$ cat config.mk
export PLATFORM = sky130hd
export DESIGN_NAME = rgb_led_sched
export DESIGN_NICKNAME = d
export VERILOG_FILES = /design/src/rtl/rgb_led_sched.sv
export SDC_FILE = /design/constraint.sdc
export NUM_CORES = 1
export LEC_CHECK = 0
export CAP_MARGIN = 20
export CORE_ASPECT_RATIO = 1.75
export CORE_MARGIN = 2
export CORE_UTILIZATION = 35
export CTS_BUF_LIST = sky130_fd_sc_hd__clkbuf_4
export DETAILED_ROUTE_END_ITERATION = 8
export SYNTH_ARGS = -nofsm -noshare
export SYNTH_HDL_FRONTEND = slang
export SYNTH_SLANG_ARGS = --single-unit
$ cat constraint.sdc
create_clock -name clki -period 4.15 [get_ports clki]
set_input_delay 0.83 -clock clki [delete_from_list [all_inputs] [get_ports clki]]
set_output_delay 0.83 -clock clki [all_outputs]
set_load 0.02 [all_outputs]
$ cat src/rtl/rgb_led_sched.sv
// Touch-driven RGB LED scheduler: debounced red/blue requests fade their colour in and out, heartbeat on green when idle.
// PWM outputs are registered one cycle after the level; there is no preemption, and a non-owner request waits until the owner's level returns to 0.
module rgb_led_sched #(
   parameter int unsigned DEBOUNCE_LOG2  = 16,
   parameter int unsigned FADE_STEP_LOG2 = 12,
   parameter int unsigned HB_LOG2        = 24
) (
   input  logic       clki,
   input  logic       rst_n,
   input  logic       touch_1,
   input  logic       touch_3,
   output logic       pwm_r,
   output logic       pwm_g,
   output logic       pwm_b,
   output logic       led_en,
   output logic [1:0] active_src
);

   localparam int unsigned DW = (DEBOUNCE_LOG2  > 0) ? DEBOUNCE_LOG2  : 1;
   localparam int unsigned SW = (FADE_STEP_LOG2 > 0) ? FADE_STEP_LOG2 : 1;
   localparam int unsigned HW = (HB_LOG2        > 0) ? HB_LOG2        : 1;

   localparam logic [DW-1:0] DB_MAX   = DW'((64'd1 << DEBOUNCE_LOG2) - 64'd1);
   localparam logic [SW-1:0] STEP_MAX = SW'((64'd1 << FADE_STEP_LOG2) - 64'd1);

   localparam logic [1:0] SRC_HB   = 2'd0;
   localparam logic [1:0] SRC_BLUE = 2'd1;
   localparam logic [1:0] SRC_RED  = 2'd2;

   typedef enum logic [1:0] {
      HB       = 2'd0,
      FADE_IN  = 2'd1,
      HOLD     = 2'd2,
      FADE_OUT = 2'd3
   } state_t;

   // index 0 = blue (touch_1), index 1 = red (touch_3)
   logic [1:0]    sync1;
   logic [1:0]    sync2;
   logic [1:0]    flag;
   logic [DW-1:0] db_cnt [2];

   logic [SW-1:0] step_cnt;
   logic          tick;
   logic [HW-1:0] hb_cnt;
   logic [7:0]    pwm_cnt;

   state_t        state;
   state_t        state_nxt;
   logic [1:0]    src_nxt;
   logic [7:0]    level;
   logic [7:0]    level_nxt;
   logic          own_pressed;

   always_ff @(posedge clki) begin
      if (!rst_n) begin
         sync1     <= 2'b11;
         sync2     <= 2'b11;
         flag      <= 2'b00;
         db_cnt[0] <= '0;
         db_cnt[1] <= '0;
      end else begin
         sync1 <= {touch_3, touch_1};
         sync2 <= sync1;
         for (int i = 0; i < 2; i++) begin
            // flag is active-high "pressed"; the synchronized input is active-low
            if (~sync2[i] == flag[i]) begin
               db_cnt[i] <= '0;
            end else if (db_cnt[i] == DB_MAX) begin
               flag[i]   <= ~flag[i];
               db_cnt[i] <= '0;
            end else begin
               db_cnt[i] <= db_cnt[i] + DW'(1);
            end
         end
      end
   end

   assign tick = (step_cnt == STEP_MAX);

   always_ff @(posedge clki) begin
      if (!rst_n) begin
         step_cnt <= '0;
         hb_cnt   <= '0;
         pwm_cnt  <= '0;
      end else begin
         step_cnt <= tick ? '0 : step_cnt + SW'(1);
         hb_cnt   <= hb_cnt + HW'(1);
         pwm_cnt  <= pwm_cnt + 8'd1;
      end
   end

   assign own_pressed = (active_src == SRC_RED) ? flag[1] : flag[0];

   always_ff @(posedge clki) begin
      if (!rst_n) begin
         state      <= HB;
         active_src <= SRC_HB;
         level      <= 8'd0;
      end else begin
         state      <= state_nxt;
         active_src <= src_nxt;
         level      <= level_nxt;
      end
   end

   always_comb begin
      state_nxt = state;
      src_nxt   = active_src;
      level_nxt = level;
      case (state)
         HB: begin
            level_nxt = 8'd0;
            src_nxt   = SRC_HB;
            if (flag[1]) begin
               state_nxt = FADE_IN;
               src_nxt   = SRC_RED;
            end else if (flag[0]) begin
               state_nxt = FADE_IN;
               src_nxt   = SRC_BLUE;
            end
         end
         FADE_IN: begin
            if (!own_pressed) begin
               state_nxt = FADE_OUT;
            end else if (level == 8'hFF) begin
               state_nxt = HOLD;
            end else if (tick) begin
               level_nxt = level + 8'd1;
               if (level == 8'hFE) state_nxt = HOLD;
            end
         end
         HOLD: begin
            level_nxt = 8'hFF;
            if (!own_pressed) state_nxt = FADE_OUT;
         end
         FADE_OUT: begin
            if (own_pressed) begin
               state_nxt = FADE_IN;
            end else if (level == 8'd0 || (tick && level == 8'd1)) begin
               // owner is released here, so any set flag belongs to the waiting source
               level_nxt = 8'd0;
               if (flag[1]) begin
                  state_nxt = FADE_IN;
                  src_nxt   = SRC_RED;
               end else if (flag[0]) begin
                  state_nxt = FADE_IN;
                  src_nxt   = SRC_BLUE;
               end else begin
                  state_nxt = HB;
                  src_nxt   = SRC_HB;
               end
            end else if (tick) begin
               level_nxt = level - 8'd1;
            end
         end
         default: begin
            state_nxt = HB;
            src_nxt   = SRC_HB;
            level_nxt = 8'd0;
         end
      endcase
   end

   always_ff @(posedge clki) begin
      if (!rst_n) begin
         pwm_r  <= 1'b0;
         pwm_g  <= 1'b0;
         pwm_b  <= 1'b0;
         led_en <= 1'b0;
      end else begin
         pwm_r  <= (state != HB) && (active_src == SRC_RED)  && (pwm_cnt < level);
         pwm_b  <= (state != HB) && (active_src == SRC_BLUE) && (pwm_cnt < level);
         pwm_g  <= (state == HB) && hb_cnt[HW-1];
         led_en <= 1'b1;
      end
   end

endmodule

Word-level counts from Yosys, hierarchy flattened
Memories as Yosys holds them, arrays and structs flattened.
Index checks and enable logic that the tools add are counted.
W data, S select, Z words.
{"block": "op_classes", "add_sub_neg": 7, "order_cmp": 1, "n_eq_ne": 24, "muxes": 54, "bitwise": 13, "reduce_logical": 17}
{"cell": "$mux W16", "n": 6}
{"cell": "$mux W8", "n": 6}
{"cell": "$add A16 B1 Y16 const B", "n": 2}
{"cell": "$eq A16 B16 Y1 const B", "n": 2}
{"cell": "$pmux W8 S4", "n": 1}
{"cell": "$mux W1", "n": 26}
{"cell": "$mux W2", "n": 13}
{"cell": "$add A24 B1 Y24 const B", "n": 1}
{"cell": "$add A8 B1 Y8 const B", "n": 2}
{"cell": "$eq A8 B8 Y1 const B", "n": 2}
{"cell": "$add A12 B1 Y12 const B", "n": 1}
{"cell": "$eq A12 B12 Y1 const B", "n": 1}
{"cell": "$ne A2 B2 Y1 const B", "n": 6}
{"cell": "$reduce_and A5 Y1", "n": 2}
{"cell": "$ne A3 B3 Y1 const B", "n": 3}
{"cell": "$eq A8 B1 Y1 const B", "n": 1}
{"cell": "$logic_not A8 Y1", "n": 1}
{"cell": "$lt A8 B8 Y1", "n": 1}
{"cell": "$ne A4 B4 Y1 const B", "n": 2}
{"cell": "$pmux W2 S4", "n": 1}
{"cell": "$sub A8 B1 Y8 const B", "n": 1}
{"cell": "$not A1 Y1", "n": 7}
{"cell": "$eq A2 B2 Y1 const B", "n": 3}
{"cell": "$logic_and A1 B1 Y1", "n": 6}
{"cell": "10 further kinds", "n": 19}
{"block": "word_totals", "register_bits": 66, "ram_bits": 32, "output_inout_bits": 6, "elab_cells": 131, "mem_count": 1}
{"name": "db_cnt", "words": 2, "word_bits": 16, "read_ports": 2, "rd_ports_with_merged_regs": 0, "wr": 2, "line": "41", "text": "logic [DW-1:0] db_cnt [2];"}

Longest topological paths before layout
{"block": "depth", "word_depth": 8, "ltp_mapped": 8, "depth_no_buf": 7}

Worst setup path after synthesis
OpenSTA, ideal clock, no wires.
{"block": "synth_path", "kind": "reg2reg", "start": "mem db_cnt[0][0] in the netlist's numbering", "end": "mem db_cnt[0][10] in the netlist's numbering, data pin", "arrival_time_ps": 1777, "required_time_ps": 3893, "setup_slack_ps": 2117, "stages_incl_launch_ff": 9, "n_path_buf": 2, "synth_period_minus_slack_ps": 2033, "cell_sequence": "edfxtp_1 -> ha_1 -> nand3_1 -> nor4_1 -> and2_1 -> or2_2 -> clkbuf_1 -> buf_2 -> nor2_1"}
{"item": "start: declaration", "line": "41"}

Worst setup path in the final report
{"block": "layout_path", "start": "reg step_cnt[0]", "end": "reg level[5]"}
{"block": "layout_between", "elab_chain_len": 6, "elab_cells_between_ends": 9, "classes_between": "eq/ne (3); mux (3); reduce/logical (3)"}
{"item": "start: declaration", "line": "43", "text": "logic [SW-1:0] step_cnt;"}
{"item": "start signal: assignment", "line": "87", "text": "step_cnt <= tick ? '0 : step_cnt + SW'(1);"}
{"item": "$eq A12 B12 Y1 (*)", "line": "79", "text": "assign tick = (step_cnt == STEP_MAX);"}
{"item": "$logic_and A1 B1 Y1", "line": "140", "text": "end else if (level == 8'd0 || (tick && level == 8'd1)) begin"}
{"item": "$logic_or A1 B1 Y1", "line": "140"}
{"item": "$mux W8", "line": "140"}
{"item": "$mux W8", "line": "138", "text": "if (own_pressed) begin"}
{"item": "$pmux W8 S4", "line": "111", "text": "case (state)"}
{"item": "end signal: assignment", "line": "103", "text": "level <= level_nxt;"}
{"item": "end: declaration", "line": "51", "text": "logic [7:0] level;"}
Every way passes the cells marked *; elsewhere a longest branch is shown, timed or not. The select of a mux whose other input is x is not followed.
A chain may end at the register's enable or synchronous reset.

==> metrics.yaml <==
synth_edf_count: 32
antenna_found_initial: 1
status: "completed"
mostFrequentLayoutCells: "nor2_1 (91), dfxtp_1 (66), xnor2_1 (37)"
drt_wl_total_um: 10600
gp_congestion: 0.915
worstPathMaxFanout: 8
rsz0062_at_grt: "no"
avgSynthCellArea_um2: 9.36
worst_pin_slew_ps: 980
p_sw_mw: 0.520
slew_headroom_pct: 34.1
final_common_cell: "nor2_1"
drtPass1Iterations: 5
stdcell_count: 757
vias_per_cell: 5.14
cts_setup_buffers: 0
clockRootBuffer: "clkbuf_4"
min_period_over_period_pct: 62.1
layout-area-overhead-vs-synth_pct: 11.0
grt_usage_pct: 14.7
critPathLaunchType: "flip-flop"
fin_nets: 598
netlist_instances: 536
netlist.top_cell.by_area: "dfxtp_1"
slew_violations: 0
post-route-util_pct: 39.8
skew_ps: 31.5
grt_pass1_wl_um: 17900
fill_cells: 1457
cts_resized: 0
crit_type: "reg -> reg"
grt_overflow: 0
cp.arrival_ps: 2930
grt_pass1_vias: 3802
clock_sinks: 98
die_w_um: 94.5
synth-seq-cells: 98
dpl.cell_count: 740
grt_max_degree: 24
synth_area_um2: 5010
p_sw_share_pct: 27.7
synth.area.top_cells: "dfxtp_1 (26%), edfxtp_1 (19%), nor2_1 (6.8%)"
leakagePower_nw: 1.99
die_height_um: 162
setup_tns_ps: 0
wl_per_cell_um: 14.0
setup_violations: 0
ys_types: 58
coreArea_um2: 14000
io_buffers: 9
drc_errors: 0
synth_flop_cell: "dfxtp_1"
yosysTopAreaCellShare_pct: 26.3
seq_area_frac_synth_pct: 45.5
clk_pin_slew_ps: 170
power_frac_clock_pct: 32.5
crit_path_end_kind: "flip-flop"
pwr-share-seq_pct: 55.7
pwr-share-comb_pct: 11.8
ys_warn_count: 0
rrSetupSlack_ps: 1570
cts.path.max_buffers: 2
rows: 57
antenna_left: 0
final_area_um2: 5570
dieArea_um2: 15300
cp.required_ps: 4510
fmax_mhz: 388
hp-class: "reg -> reg"
first_iter_violations: 167
finalHoldViolations: 0
htree_levels: 3
place_area_um2: 5390
vdd_drop_max_mv: 0.141
num_vias: 3888
cts_tree: "yes"
drive_above_1_share_pct: 5.18
whs_ps: 446
initial_core_util_pct: 35.9
cts-buffers-inserted: 9
synth-async-reset-ratio_pct: 0
io_pins: 10
period_needed_ps: 2580
maxCapViolCount: 0
power-per-cell-area_nw_per_um2: 337
p_int_mw: 1.36
dp_hpwl_um: 7870
worst_skew_pair.late_latency_ps: 470
cts_hold_buf: 0
-- critical path, stage by stage, from the launching register on --
cell	delay [ps]
dfxtp_1	410
ha_1	240
nand4_1	170
nor3_1	780
nor2_1	180
o311ai_4	500
o221ai_1	190
-- power by group through the flow --
stage | Clock, mW | Sequential [mW] | Combinational, mW
finish | 0.610 | 1.04 | 0.221
global route | 0.667 | 1.05 | 0.245
CTS | 0.635 | 1.05 | 0.219
detailed placement | 0 | 1.07 | 0.219
global placement | 0 | 1.06 | 0.213
floorplan | 0 | 1.06 | 0.165
-- cell usage after synthesis, types with 4 or more instances --
cell type and instances:
nor2_1 91, dfxtp_1 66, xnor2_1 37, nand3_1 34, nand2_1 33, edfxtp_1 32
xor2_1 32, nand4_1 22, inv_1 21, ha_1 20, a21oi_1 15, and3_1 15
nor3_1 11, clkbuf_1 9, nand2b_1 8, nor4_1 7, and2_1 6, and4_1 6
mux2i_1 6, o21ai_0 6, o221ai_1 6, a21o_1 5, buf_2 4
-- kinds of logic after synthesis --
kind of cell | synth area share (%)
buffers and inverters | 3.02
AND/OR/NAND/NOR | 24.8
AO/OA/AOI/OAI | 8.18
adder cells (fa/ha/maj) | 4.99
other | 0.0748
flip-flops | 45.5
multiplexers | 1.42
XOR/XNOR | 12.1
-- worst paths after layout --
path               startpoint        to  cells after the start
hold reg to reg      sync1[1]  sync2[1]                      1
setup reg to reg  step_cnt[0]  level[5]                      6
hold / removal       sync1[1]  sync2[1]                      1
setup / recovery  step_cnt[0]  level[5]                      6
-- routing by layer --
| metal | vias up | share of wire, % | GRT usage [%] |
|---|---|---|---|
| met5 | - | 0 | 0 |
| met4 | 0 | 3.1 | 7.97 |
| met3 | 29 | 3.3 | 2.68 |
| met2 | 77 | 53 | 26.1 |
| met1 | 1844 | 40 | 16.3 |
| li1 | 1938 | - | - |
-- through the flow --
| stage | worst slack (ps) | total power [mW] |
|---|---|---|
| after detailed placement | 1560 | 1.28 |
| after CTS | 1560 | 1.90 |
| final | 1570 | 1.88 |
| after global placement | 1640 | 1.28 |
| after floorplan | 2120 | 1.22 |
| after global routing | 1340 | 1.96 |
-- flip-flops by register name, summed over array words and instances, names as in the netlist --
name / count
db_cnt: 32
hb_cnt: 24
step_cnt: 12
level: 8
pwm_cnt: 8
active_src: 2
flag: 2
state: 2
sync1: 2
sync2: 2
led_en: 1
pwm_b: 1
pwm_g: 1
pwm_r: 1
-- area by class of cell --
| cell class | instances | area (um^2) | share of cell area, % |
|---|---|---|---|
| diodes | 1 | 2.50 | 0.0449 |
| flip-flops and latches | 98 | 2280 | 41.0 |
| inverters | 22 | 82.6 | 1.48 |
| clock buffers | 9 | 67.6 | 1.21 |
| well taps | 177 | 221 | 3.98 |
| clock inverters | 7 | 109 | 1.96 |
| multi-input cells | 432 | 2700 | 48.4 |
| repair buffers | 11 | 105 | 1.89 |
(Power assumes the default switching activity.)
